--- config.mk ---
export PLATFORM = sky130hd
export DESIGN_NAME = clause_row_n
export DESIGN_NICKNAME = d
export VERILOG_FILES = /design/src/rtl/sat_pkg.sv /design/src/rtl/clause_lane.sv /design/src/rtl/clause_row_n.sv
export SDC_FILE = /design/constraint.sdc
export NUM_CORES = 1
export LEC_CHECK = 0
export ABC_AREA = 1
export BUFFER_PORTS_ARGS = -buffer_cell sky130_fd_sc_hd__buf_2
export CAP_MARGIN = 20
export CORE_AREA = 2 2 197 199
export DETAILED_ROUTE_END_ITERATION = 8
export DIE_AREA = 0 0 199 201
export GPL_TIMING_DRIVEN = 0
export PLACE_DENSITY = 0.61
export SLEW_MARGIN = 20
export SYNTH_ARGS = -nofsm -noshare
export SYNTH_HDL_FRONTEND = slang
export SYNTH_SLANG_ARGS = --single-unit
--- constraint.sdc ---
create_clock -name clk -period 11.8 [get_ports clk]
set_clock_uncertainty 0.15 [all_clocks]
set_input_delay 0.59 -clock clk [delete_from_list [all_inputs] [get_ports clk]]
set_output_delay 0.59 -clock clk [all_outputs]
set_load 0.01 [all_outputs]
--- src/rtl/sat_pkg.sv ---
// sat_pkg: shared encodings, load/delete FSM states and level reduction helper for the clause array.
package sat_pkg;
  localparam logic [1:0] VAL_FREE = 2'b00;
  localparam logic [1:0] VAL_CONF = 2'b11;
  localparam logic [1:0] LIT_NONE = 2'b00;
  typedef enum logic [1:0] {ST_IDLE, ST_LOAD, ST_DEL} state_t;
  function automatic logic [31:0] max(input logic [31:0] a, input logic [31:0] b);
    return a > b ? a : b;
  endfunction
endpackage

--- src/rtl/clause_lane.sv ---
// clause_lane: one literal lane of a clause row; participation, satisfaction, implication drive and reason flag.
module clause_lane
  import sat_pkg::*;
#(
  parameter int WIDTH_LVL = 16
) (
  input  logic                 clk,
  input  logic                 rst,
  input  logic [1:0]           lit,
  input  logic [2:0]           value,
  input  logic [2:0]           down_i,
  input  logic [WIDTH_LVL-1:0] lvl_down_i,
  input  logic [WIDTH_LVL-1:0] cmax,
  input  logic                 active,
  input  logic                 imply,
  input  logic                 mark,
  input  logic                 apply_imply,
  input  logic                 apply_bkt,
  input  logic                 clr,
  output logic                 part,
  output logic                 free,
  output logic                 sat,
  output logic                 impl_r,
  output logic                 conflict_c,
  output logic [2:0]           down_o,
  output logic [WIDTH_LVL-1:0] lvl_down_o
);
  logic       drive, first;
  logic [2:0] drv_val;
  always_comb begin
    part       = lit != LIT_NONE;
    free       = value[2:1] == VAL_FREE;
    sat        = part && lit == value[2:1];
    drive      = imply && part && free;
    drv_val    = {lit, 1'b1} | down_i;
    first      = apply_imply && drive && drv_val != down_i;
    down_o     = (drive ? drv_val : down_i) | {(mark && part) ? VAL_CONF : 2'b00, 1'b0};
    lvl_down_o = first ? cmax : lvl_down_i;
    conflict_c = active && part && impl_r && value[2:1] == VAL_CONF;
  end
  // A load wipes the reason flag even if the lane would implicate in the same cycle.
  always_ff @(posedge clk)
    if (!rst || clr) impl_r <= 1'b0;
    else if (first) impl_r <= 1'b1;
    else if (apply_bkt && part && !value[0]) impl_r <= 1'b0;
endmodule

--- src/rtl/clause_row_n.sv ---
// clause_row_n: one clause of NUM_LITS lanes with serial load, lock-aware delete and decaying activity.
module clause_row_n
  import sat_pkg::*;
#(
  parameter int NUM_LITS  = 8,
  parameter int WIDTH_LVL = 16,
  parameter int WIDTH_ACT = 8
) (
  input  logic                          clk,
  input  logic                          rst,
  input  logic [3*NUM_LITS-1:0]         var_value_i,
  input  logic [3*NUM_LITS-1:0]         var_value_down_i,
  output logic [3*NUM_LITS-1:0]         var_value_down_o,
  input  logic [WIDTH_LVL*NUM_LITS-1:0] var_lvl_i,
  input  logic [WIDTH_LVL*NUM_LITS-1:0] var_lvl_down_i,
  output logic [WIDTH_LVL*NUM_LITS-1:0] var_lvl_down_o,
  input  logic                          load_start_i,
  input  logic                          lit_valid_i,
  input  logic [1:0]                    lit_i,
  output logic                          lit_ready_o,
  output logic                          load_done_o,
  input  logic                          del_i,
  output logic                          del_ack_o,
  input  logic                          decay_i,
  input  logic                          apply_imply_i,
  input  logic                          apply_analyze_i,
  input  logic                          apply_bkt_i,
  output logic                          csat_o,
  output logic                          imply_o,
  output logic                          conflict_o,
  output logic [NUM_LITS-1:0]           conflict_c_o,
  output logic                          locked_o,
  output logic [WIDTH_ACT-1:0]          act_o,
  output logic [2*NUM_LITS-1:0]         lits_o
);
  localparam int IW = $clog2(NUM_LITS);
  state_t                     state, state_n;
  logic [IW-1:0]              idx;
  logic [NUM_LITS-1:0][1:0]   lit_r;
  logic [WIDTH_ACT-1:0]       act, act_inc, act_n;
  logic                       done_r;
  logic [NUM_LITS-1:0]        part, free, sat, impl, cc, nf;
  logic                       active, beat, last_beat, load_go, del_go, nfree0, nfree1, imply, mark;
  logic [WIDTH_LVL-1:0]       cmax;
  assign active    = state != ST_LOAD;
  assign beat      = state == ST_LOAD && lit_valid_i;
  assign last_beat = beat && idx == IW'(NUM_LITS - 1);
  assign load_go   = state == ST_IDLE && load_start_i;
  assign del_go    = state == ST_DEL && !(|impl);
  always_ff @(posedge clk) state <= !rst ? ST_IDLE : state_n;
  always_comb begin
    state_n = load_go ? ST_LOAD :
              (state == ST_IDLE && del_i) ? ST_DEL :
              (last_beat || del_go) ? ST_IDLE : state;
  end
  always_comb begin
    lit_ready_o  = state == ST_LOAD;
    load_done_o  = done_r;
    del_ack_o    = del_go;
    locked_o     = |impl;
    act_o        = act;
    lits_o       = lit_r;
    conflict_c_o = cc;
  end
  // Free count only needs to distinguish zero, one and many.
  always_comb begin
    nf         = part & free;
    nfree0     = nf == '0;
    nfree1     = !nfree0 && (nf & (nf - NUM_LITS'(1))) == '0;
    csat_o     = active && |sat;
    imply      = active && nfree1 && !(|sat);
    imply_o    = imply;
    conflict_o = active && |part && nfree0 && !(|sat);
    mark       = apply_analyze_i && (conflict_o || |cc);
    act_inc    = act + WIDTH_ACT'(mark && !(&act));
    act_n      = decay_i ? act_inc >> 1 : act_inc;
  end
  always_comb begin
    cmax = '0;
    for (int k = 0; k < NUM_LITS; k++)
      if (part[k] && !free[k])
        cmax = WIDTH_LVL'(max(32'(cmax), 32'(var_lvl_i[k*WIDTH_LVL +: WIDTH_LVL])));
  end
  always_ff @(posedge clk)
    if (!rst) begin
      idx    <= '0;
      lit_r  <= '0;
      act    <= '0;
      done_r <= 1'b0;
    end else begin
      done_r <= last_beat;
      if (load_go) begin
        lit_r <= '0;
        act   <= '0;
        idx   <= '0;
      end else if (beat) begin
        lit_r[idx] <= lit_i;
        idx        <= idx + IW'(1);
      end else if (del_go) begin
        lit_r <= '0;
        act   <= '0;
      end else act <= act_n;
    end
  for (genvar k = 0; k < NUM_LITS; k++) begin : g_lane
    clause_lane #(.WIDTH_LVL(WIDTH_LVL)) u_lane (
      .clk        (clk),
      .rst        (rst),
      .lit        (lit_r[k]),
      .value      (var_value_i[3*k +: 3]),
      .down_i     (var_value_down_i[3*k +: 3]),
      .lvl_down_i (var_lvl_down_i[k*WIDTH_LVL +: WIDTH_LVL]),
      .cmax       (cmax),
      .active     (active),
      .imply      (imply),
      .mark       (mark),
      .apply_imply(apply_imply_i),
      .apply_bkt  (apply_bkt_i),
      .clr        (load_go),
      .part       (part[k]),
      .free       (free[k]),
      .sat        (sat[k]),
      .impl_r     (impl[k]),
      .conflict_c (cc[k]),
      .down_o     (var_value_down_o[3*k +: 3]),
      .lvl_down_o (var_lvl_down_o[k*WIDTH_LVL +: WIDTH_LVL])
    );
  end
endmodule

==> run_results.csv, run 1 <==
group,metric,value,unit
yosys,synth_flop_cell,"dfxtp_1",
timing,finalSetupViolCount,128,
timing,rsz0062_at_grt,"true",
placed_design,dp_hpwl,47610,um
cells_and_area,syn_to_final_growth,89.23,%
cts,htree_num_levels,2,
cells_and_area,final_cell_mix,"buf_2, nand2_1, inv_1",
die,initial_core_util,24.78,%
die,die_w,199,um
status,violations,"setup timing",
cells_and_area,nFillCells,3839,
status,status,"finished, violations left",
routing,final_antenna_net_count,0,
global_routing,grt_use_total,28.54,%
cts,cts_tree,"done",
global_routing,grt_overflow,0,
placed_design,portBuffers,500,
cts,cts_inserted_buffers,5,
yosys,synth_area,9442,sq um
yosys,async_reset_ff_share,0,%
timing,finalHoldViolCount,0,
cells_and_area,final_common_cell,"buf_2",
cts,clockRootBuffer,"clkbuf_16",
placed_design,gp_congestion,1.024,
setup_path,critPathBufInv,19,
global_routing,grt_max_degree,14,
yosys,syn_inst,1736,
power,p_total,631.3,uW
cts,cts.path.max_buffers,2,
die,rows,72,
timing,tightest_slew,1154,ps
global_routing,grt_pass1_vias,14440,
setup_path,path_max_fanout,8,
power,worst_ir_drop_vdd,0.04505,mV
routing,num_vias,14770,
yosys,syn_nets,2167,
power,power_density,35.33,nW/um^2
timing,slew_headroom,22.80,%
die,dieArea,40000,sq um
yosys,yosysSeqAreaShare,8.057,%
routing,viasPerCell,5.129,
yosys,synth_warnings,0,
routing,wl,60900,um
cells_and_area,fin_nets,2778,
cells_and_area,design_area,17870,sq um
routing,drt_pre_antenna_iters,5,
global_routing,grt_pass1_wl,86530,um
setup_path,cp-start-kind,"input port",
placed_design,placed_area,12650,sq um
setup_path,criticalPathCategory,"in2out",
routing,routedWlPerCell,21.15,um
setup_path,critPathArrivalTime,11900,ps
routing,drcViolationCount,0,
power,p_leak,9.401,nW
routing,drtIter0Drc,912,
timing,max_freq,79.09,MHz
timing,post-route-min-period,12640,ps
hold_path,hold_path_class,"reg2reg",
timing,fin_ws,-843.6,ps
setup_path,required,11060,ps
cells_and_area,drive_above_1_share,52.77,%
setup_path,crit_family,"simple AND/OR/NAND/NOR gates",
yosys,synth_cell_types,46,
yosys,ys_ff_latch,38,
die,fp.coreArea,38110,sq um
global_routing,antenna_found_initial,21,
timing,fin_crit_sh,107.1,%
yosys,synth-edff-count,0,
yosys,syn_area_per_cell,5.439,sq um
flow_run,maxCapViolCount,0,
die,chipHeight,201,um
cts,clk_pin_slew,60,ps
setup_path,slowest_stage,"nand3_2",
placed_design,pre_cts_slack,-3229,ps
cts,numClockSinks,38,
setup_path,crit_path_end_kind,"output pin",
die,ios,506,
setup_path,max_stage_delay,360,ps
timing,slew_viol_final,0,
cts,clk_latency,290,ps
stage by stage:
stage               hold slack, ps  util [%]  TNS, ps  cells
floorplan                    291.0         -        0   1736
global placement             302.1     33.21  -353390   2754
detailed placement           322.7     33.21  -376860   2754
CTS                          330.6     42.70   -49520   2837
global route                 350.4     46.87  -175580   2877
finish                       327.0     46.88   -96110   2879
power by group:
group / leakage [nW] / switching [mW] / internal (mW)
logic: 9.02 / 0.203 / 0.151
registers: 0.309 / 0.00369 / 0.131
clock network: 0.0736 / 0.0581 / 0.0849
total: 9.40 / 0.264 / 0.367
synth_stat cells, drive strengths merged (17+ instances only):
master    n  area, sq um
nor3     22        132.6
and2     17        106.4
clkbuf   27        101.4
o21ai    26        130.1
ha      116         1451
a21oi    87        439.2
nand3   348         1804
inv     243        914.6
nand2   609         2311
buf      28        186.4
dfxtp    38        760.7
nor2     79        397.9
logic make-up (layout without fill, tap and decap cells):
family                     Yosys count  count (layout)  share of synthesized area (%)
and+or+nand+nor                   1116            1117                          53.22
buffers and inverters              300             911                          12.83
AOI/OAI and AO/OA                  150             150                          9.038
adders and majority gates          116             116                          15.37
DFF                                 38              38                          8.057
xor gates and xnor gates            16              16                          1.484
other                                0              13                              0
worst min-delay path: cells and delay by family (launching register included):
kind / cells / cell delay [ps]
compound gates: 1 / 50
simple gates: 1 / 60
flops: 1 / 310
cell type report:
class / instances / area (sq um) / share of cell area [%]
multi-input combinational: 1399 / 10980 / 61.47
inverter: 245 / 937.1 / 5.245
sequential: 38 / 768.2 / 4.300
buffer: 54 / 528.0 / 2.955
antenna: 13 / 32.53 / 0.1821
tap: 518 / 648.1 / 3.628
clock inverter: 2 / 16.27 / 0.09104
clock buffer: 6 / 138.9 / 0.7774
timing repair buffer: 604 / 3814 / 21.35
state kept, by name, summed over array words and instances (netlist names):
| register | cells |
|---|---|
| lits_o | 16 |
| act_o | 8 |
| g_lane.u_lane.impl_r | 8 |
| idx | 3 |
| state | 2 |
| load_done_o | 1 |
final timing paths:
| check | from | to | slack (ps) | cells after the start |
|---|---|---|---|---|
| worst max-delay path | var_value_i[2] | var_lvl_down_o[79] | -840 | 81 |
| worst min-delay path | state[1] | state[1] | 330 | 2 |
| worst max register to register | lits_o[15] | g_lane[3].u_lane.impl_r | 8400 | 14 |
| worst min register to register | state[1] | state[1] | 330 | 2 |
timing repair:
item,in CTS,in global routing
setup buffers,65,30
resized for setup,581,270
pin swaps,178,204
cloned,11,0
hold buffers,0,0
hold endpoints to repair,0,0
endpoints found under the setup margin,128,128
routing by layer:
metal	GRT usage (%)	share of wire (%)	up-vias
li1	-	-	6936
met1	33.14	39	7034
met2	50.77	50	632
met3	4.318	6.2	153
met4	13.67	4.8	10
met5	0	0.10	-
No activity file was read; power rests on OpenSTA's default activity.
==> run 2: changes to the inputs <==
CTS_CLUSTER_DIAMETER = 50   (was not set)
SKIP_LAST_GASP = 1   (was not set)
==> run_results.csv, run 2 (synthesized netlist as in run 1, its figures left out) <==
group,metric,value,unit
routing,num_vias,14820,
flow_run,maxCapViolCount,0,
placed_design,portBuffers,500,
routing,routedWlPerCell,21.09,um
power,p_total,632.3,uW
routing,drt_pre_antenna_iters,5,
cts,cts_tree,"done",
timing,finalHoldViolCount,0,
placed_design,dp_hpwl,47610,um
power,seq_power_share,21.3,%
placed_design,place_inst,2754,
global_routing,antenna_found_initial,20,
die,fp.coreArea,38110,sq um
timing,slew_headroom,28.18,%
routing,final_antenna_net_count,0,
global_routing,grt_max_degree,14,
cells_and_area,largest_register_ffs,16,
cells_and_area,multi_input_area,10980,sq um
global_routing,grt_overflow,0,
die,ios,506,
setup_path,required,11060,ps
cts,clk_latency,290,ps
cells_and_area,regArea,768.2,sq um
cts,cts_inserted_buffers,5,
timing,post-route-min-period,12640,ps
cells_and_area,final_cell_mix,"buf_2, nand2_1, inv_1",
placed_design,gp_congestion,1.024,
setup_path,slowest_stage,"ha_1",
timing,max_freq,79.09,MHz
cts,numClockSinks,38,
die,chipHeight,201,um
setup_path,crit_path_end_kind,"output pin",
power,power_density,35.37,nW/um^2
routing,drtIter0Drc,963,
setup_path,cp-start-kind,"input port",
global_routing,grt_pass1_vias,14420,
power,cellInternalPower,366.6,uW
hold_path,hold_path_class,"reg2reg",
cts,htree_num_levels,2,
power,sw_frac_of_total,42.02,%
routing,drcViolationCount,0,
cells_and_area,post-route-util,46.92,%
cells_and_area,final_common_cell,"buf_2",
power,p_comb_share,55.9,%
cts,clk_pin_slew,60,ps
setup_path,criticalPathCategory,"in2out",
cells_and_area,fin_nets,2780,
timing,rsz0062_at_grt,"true",
cells_and_area,nFillCells,3835,
die,rows,72,
power,p_leak,9.411,nW
cells_and_area,drive_above_1_share,52.81,%
routing,viasPerCell,5.141,
timing,fin_tns_setup,-95550,ps
cells_and_area,syn_to_final_growth,89.37,%
cts,clockRootBuffer,"clkbuf_16",
status,violations,"setup timing",
power,worst_ir_drop_vdd,0.04639,mV
global_routing,grt_use_total,28.62,%
setup_path,critPathArrivalTime,11900,ps
timing,fin_crit_sh,107.2,%
setup_path,crit_top_cell,"nand2_4",
setup_path,path_max_fanout,8,
timing,tightest_slew,1073,ps
timing,fin_ws,-844.1,ps
power,clockPowerShare,22.8,%
routing,wl,60810,um
status,status,"finished, violations left",
cts,holdBufCountCts,0,
cts,cts.path.max_buffers,2,
die,initial_core_util,24.78,%
setup_path,max_stage_delay,300,ps
timing,slew_viol_final,0,
power,power.switching,265.7,uW
cells_and_area,stdcell_count,2883,
placed_design,pre_cts_slack,-3229,ps
timing,finalSetupViolCount,128,
die,die_w,199,um
global_routing,grt_pass1_wl,86680,um
die,dieArea,40000,sq um
[run 2: timing repair]
item / 4_1_cts / 5_1_grt
resized for setup: 575 / 275
gates cloned: 11 / 0
endpoints found under the setup margin: 128 / 128
pin swaps: 177 / 199
buffers inserted: 65 / 31
[run 2: per-layer routing]
| metal | global-route usage (%) | up-vias | share of wire (%) |
|---|---|---|---|
| met5 | 0 | - | 0.079 |
| met4 | 13.70 | 8 | 4.8 |
| met3 | 5.040 | 169 | 6.8 |
| met2 | 50.76 | 685 | 50 |
| met1 | 32.95 | 7023 | 38 |
| li1 | - | 6937 | - |
[run 2: critical path, delay by kind of cell]
family	cells	cell delay [ps]
AOI/OAI and AO/OA	2	270
buffers and inverters	19	2590
adders and majority gates	7	1900
and+or+nand+nor	53	6490
[run 2: worst paths after layout]
path                            depth (start not counted)      startpoint  slack (ps)                      end
worst min-delay path                                    2        state[1]         330                 state[1]
worst max register to register                         14      lits_o[15]        8390  g_lane[3].u_lane.impl_r
worst min register to register                          2        state[1]         330                 state[1]
worst max-delay path                                   81  var_value_i[2]        -840       var_lvl_down_o[54]
[run 2: area by class of cell]
type                            count  area share, %
Buffer                             54          2.953
Tap cell                          518          3.625
Sequential cell                    38          4.297
Inverter                          245          5.227
Antenna cell                       15         0.2099
Clock inverter                      2        0.09097
Clock buffer                        6         0.7768
Timing Repair Buffer              606          21.40
Multi-Input combinational cell   1399          61.42
[run 2: metrics by stage]
step,hold WS (ps),instance area [sq um]
2_1_floorplan,291.0,9503
3_3_place_gp,302.1,12650
3_5_place_dp,322.7,12650
4_1_cts,330.6,16240
5_1_grt,350.4,17870
6_report,331.0,17880
[run 2: power by group through the flow]
stage	logic, mW	registers (mW)	clock network [mW]
2_1_floorplan	0.130	0.138	0
4_1_cts	0.313	0.134	0.146
3_5_place_dp	0.262	0.138	0
6_report	0.353	0.135	0.144
5_1_grt	0.384	0.135	0.151
3_3_place_gp	0.259	0.138	0
==> run 3: changes to the inputs <==
CORE_AREA = 2 2 194 196   (was 2 2 197 199)
DIE_AREA = 0 0 196 198   (was 0 0 199 201)
PLACE_DENSITY = 0.67   (was 0.61)
SYNTH_HIERARCHICAL = 1   (was not set)
==> run_results.csv, run 3 <==
group,metric,value,unit
global_routing,met3_usage,7.154,%
yosys,syn_inst,1865,
global_routing,grt_pass1_vias,14170,
cells_and_area,final_common_cell,"nand2_1",
timing,fin_ws,-1056,ps
die,rows,71,
placed_design,placed_area,13980,sq um
yosys,async_reset_ff_share,0,%
yosys,ys_ff_latch,38,
power,power_density,38.10,nW/um^2
power,p_leak,9.510,nW
yosys,synth_warnings,6,
yosys,synth_common_cells,"nand2_1, inv_1, nand3_1",
cells_and_area,multi_input_area,10930,sq um
setup_path,required,11060,ps
cts,holdBufCountCts,0,
power,p_comb_share,53.0,%
yosys,yosysTopAreaCellShare,23.02,%
global_routing,antenna_found_initial,23,
status,status,"finished, violations left",
setup_path,max_stage_delay,360,ps
cts,clk_pin_slew,60,ps
setup_path,cp-start-kind,"flop",
cells_and_area,drive_above_1_share,46.75,%
routing,final_antenna_net_count,0,
setup_path,slowest_stage,"dfxtp_4",
routing,drt_pre_antenna_iters,5,
die,dieArea,38810,sq um
cts,htree_num_levels,2,
power,clockPowerShare,27.0,%
yosys,syn_nets,2296,
setup_path,path_max_fanout,8,
power,worst_ir_drop_vdd,0.08010,mV
cts,clockRootBuffer,"clkbuf_16",
status,violations,"setup timing",
hold_path,min_path_cells,2,
global_routing,grt_overflow,0,
timing,tightest_slew,1056,ps
placed_design,gp_congestion,1.014,
power,seq_power_share,20.1,%
global_routing,grt_pass1_wl,79870,um
cells_and_area,design_area,17570,sq um
yosys,yosysSeqAreaShare,7.048,%
global_routing,grt_use_total,26.60,%
timing,max_freq,77.78,MHz
timing,rsz0062_at_grt,"true",
cells_and_area,largest_register_ffs,16,
yosys,synth_top_area_cell,"nand2_1",
setup_path,critPathArrivalTime,12120,ps
yosys,synth-edff-count,0,
cells_and_area,regArea,768.2,sq um
yosys,synth_area,10790,sq um
cells_and_area,final_cell_mix,"nand2_1, buf_2, inv_1",
setup_path,r2r_cells,17,
timing,post-route-min-period,12860,ps
setup_path,crit_top_cell,"nand2_4",
global_routing,grt_util_met1,33.73,%
cts,numClockSinks,38,
yosys,yosys.cell_count.top_type,"nand2_1",
die,die_w,196,um
routing,drcViolationCount,0,
timing,fin_crit_sh,108.9,%
placed_design,dp_hpwl,45760,um
die,fp.coreArea,36960,sq um
flow_run,maxCapViolCount,0,
yosys,synth_cell_types,53,
global_routing,grt_use_met2,43.88,%
routing,num_vias,15160,
global_routing,grt_max_degree,17,
cells_and_area,nFillCells,3699,
timing,finalSetupViolCount,128,
cts,clk_latency,280,ps
die,ios,506,
timing,slew_headroom,29.37,%
cts,cts_tree,"done",
cts,cts_inserted_buffers,5,
routing,wl,56410,um
die,initial_core_util,29.21,%
timing,finalHoldViolCount,0,
routing,routedWlPerCell,19.14,um
power,cellInternalPower,400.5,uW
placed_design,portBuffers,502,
die,chipHeight,198,um
routing,drtIter0Drc,1001,
cells_and_area,fin_nets,2890,
setup_path,crit_path_end_kind,"output pin",
power,power.switching,269.1,uW
cells_and_area,stdcell_count,2947,
timing,slew_viol_final,0,
cells_and_area,syn_to_final_growth,62.81,%
yosys,yosys-top-cells-area,"nand2_1, ha_1, nand3_1",
yosys,synth_flop_cell,"dfxtp_1",
cts,cts.path.max_buffers,2,
hold_path,hold_path_class,"reg2reg",
global_routing,top_usage_layer,"met2",
routing,viasPerCell,5.145,
placed_design,place_inst,2844,
yosys,syn_area_per_cell,5.788,sq um
power,sw_frac_of_total,40.18,%
setup_path,criticalPathCategory,"reg2out",
## run 3: changes by cell type after synthesis, moves of 9 or more
cell      before  now
and2_1        17   32
nand3_2        0   70
a21oi_1       86   74
xor2_1        15    6
nand2_1      603  662
nor2_1        64   75
nand2_4        2   22
buf_6          3   18
clkbuf_1      27    4
nand3_1      343  247
inv_1        232  261
## run 3: cell type report
| cell class | instances | area share (%) |
|---|---|---|
| diodes | 13 | 0.1851 |
| plain buffers | 56 | 3.311 |
| clock buffers | 6 | 0.7903 |
| clock inverters | 2 | 0.3417 |
| inverters | 269 | 5.931 |
| multi-input cells | 1502 | 62.21 |
| flip-flops and latches | 38 | 4.371 |
| well taps | 474 | 3.375 |
| repair buffers | 587 | 19.49 |
## run 3: worst paths after layout
kind | startpoint | to | slack, ps
setup / recovery | lits_o[1] | var_lvl_down_o[94] | -1060
hold / removal | act_o[7] | act_o[7] | 360
setup reg to reg | lits_o[10] | act_o[3] | 7590
hold reg to reg | act_o[7] | act_o[7] | 360
## run 3: through the flow
| stage | hold slack, ps | TNS, ps | power, mW | setup slack (ps) | util [%] |
|---|---|---|---|---|---|
| 3_3_place_gp | 323.2 | -329500 | 0.4214 | -2702 | 37.77 |
| 3_5_place_dp | 347.6 | -337470 | 0.4268 | -2762 | 37.83 |
| 5_1_grt | 394.3 | -201710 | 0.7091 | -1651 | 47.51 |
| 6_report | 360.8 | -125900 | 0.6696 | -1056 | 47.56 |
| 4_1_cts | 355.9 | -86870 | 0.6306 | -744.3 | 42.84 |
| 2_1_floorplan | 309.6 | 0 | 0.2855 | 31.60 | - |
## run 3: repair_timing
item,4_1_cts,5_1_grt
cloned,8,0
buffers inserted,54,20
gates resized for setup,238,305
setup endpoints to repair,128,128
pin swaps,74,135
endpoints found under the hold margin,0,0
## run 3: metal layers
| layer | routed length [um] | vias up |
|---|---|---|
| met5 | 128 | - |
| met4 | 1852 | 20 |
| met3 | 5292 | 128 |
| met2 | 26260 | 709 |
| met1 | 22880 | 7035 |
| li1 | - | 7269 |
## run 3: power by group through the flow
stage | clock network (mW) | logic (mW) | registers, mW
detailed placement | 0 | 0.289 | 0.138
CTS | 0.181 | 0.315 | 0.134
finish | 0.181 | 0.355 | 0.134
floorplan | 0 | 0.148 | 0.138
global placement | 0 | 0.284 | 0.137
global route | 0.189 | 0.386 | 0.135
## run 3: cells by family (layout without fill, tap and decap cells)
| logic type | Yosys count | count (layout) | share of synthesized area [%] |
|---|---|---|---|
| AO/OA/AOI/OAI | 164 | 164 | 9.123 |
| XOR/XNOR | 6 | 6 | 0.4868 |
| adder cells (fa/ha/maj) | 116 | 116 | 13.45 |
| buffers and inverters | 325 | 920 | 13.54 |
| flip-flops | 38 | 38 | 7.048 |
| other | 0 | 13 | 0 |
| AND/OR/NAND/NOR | 1216 | 1216 | 56.36 |
## run 3: worst max-delay path, delay by kind of cell (launching register included)
kind	cells	cell delay [ps]
and+or+nand+nor	52	5660
buffers and inverters	24	2800
adders and majority gates	7	1730
AOI/OAI and AO/OA	9	1210
DFF	1	360
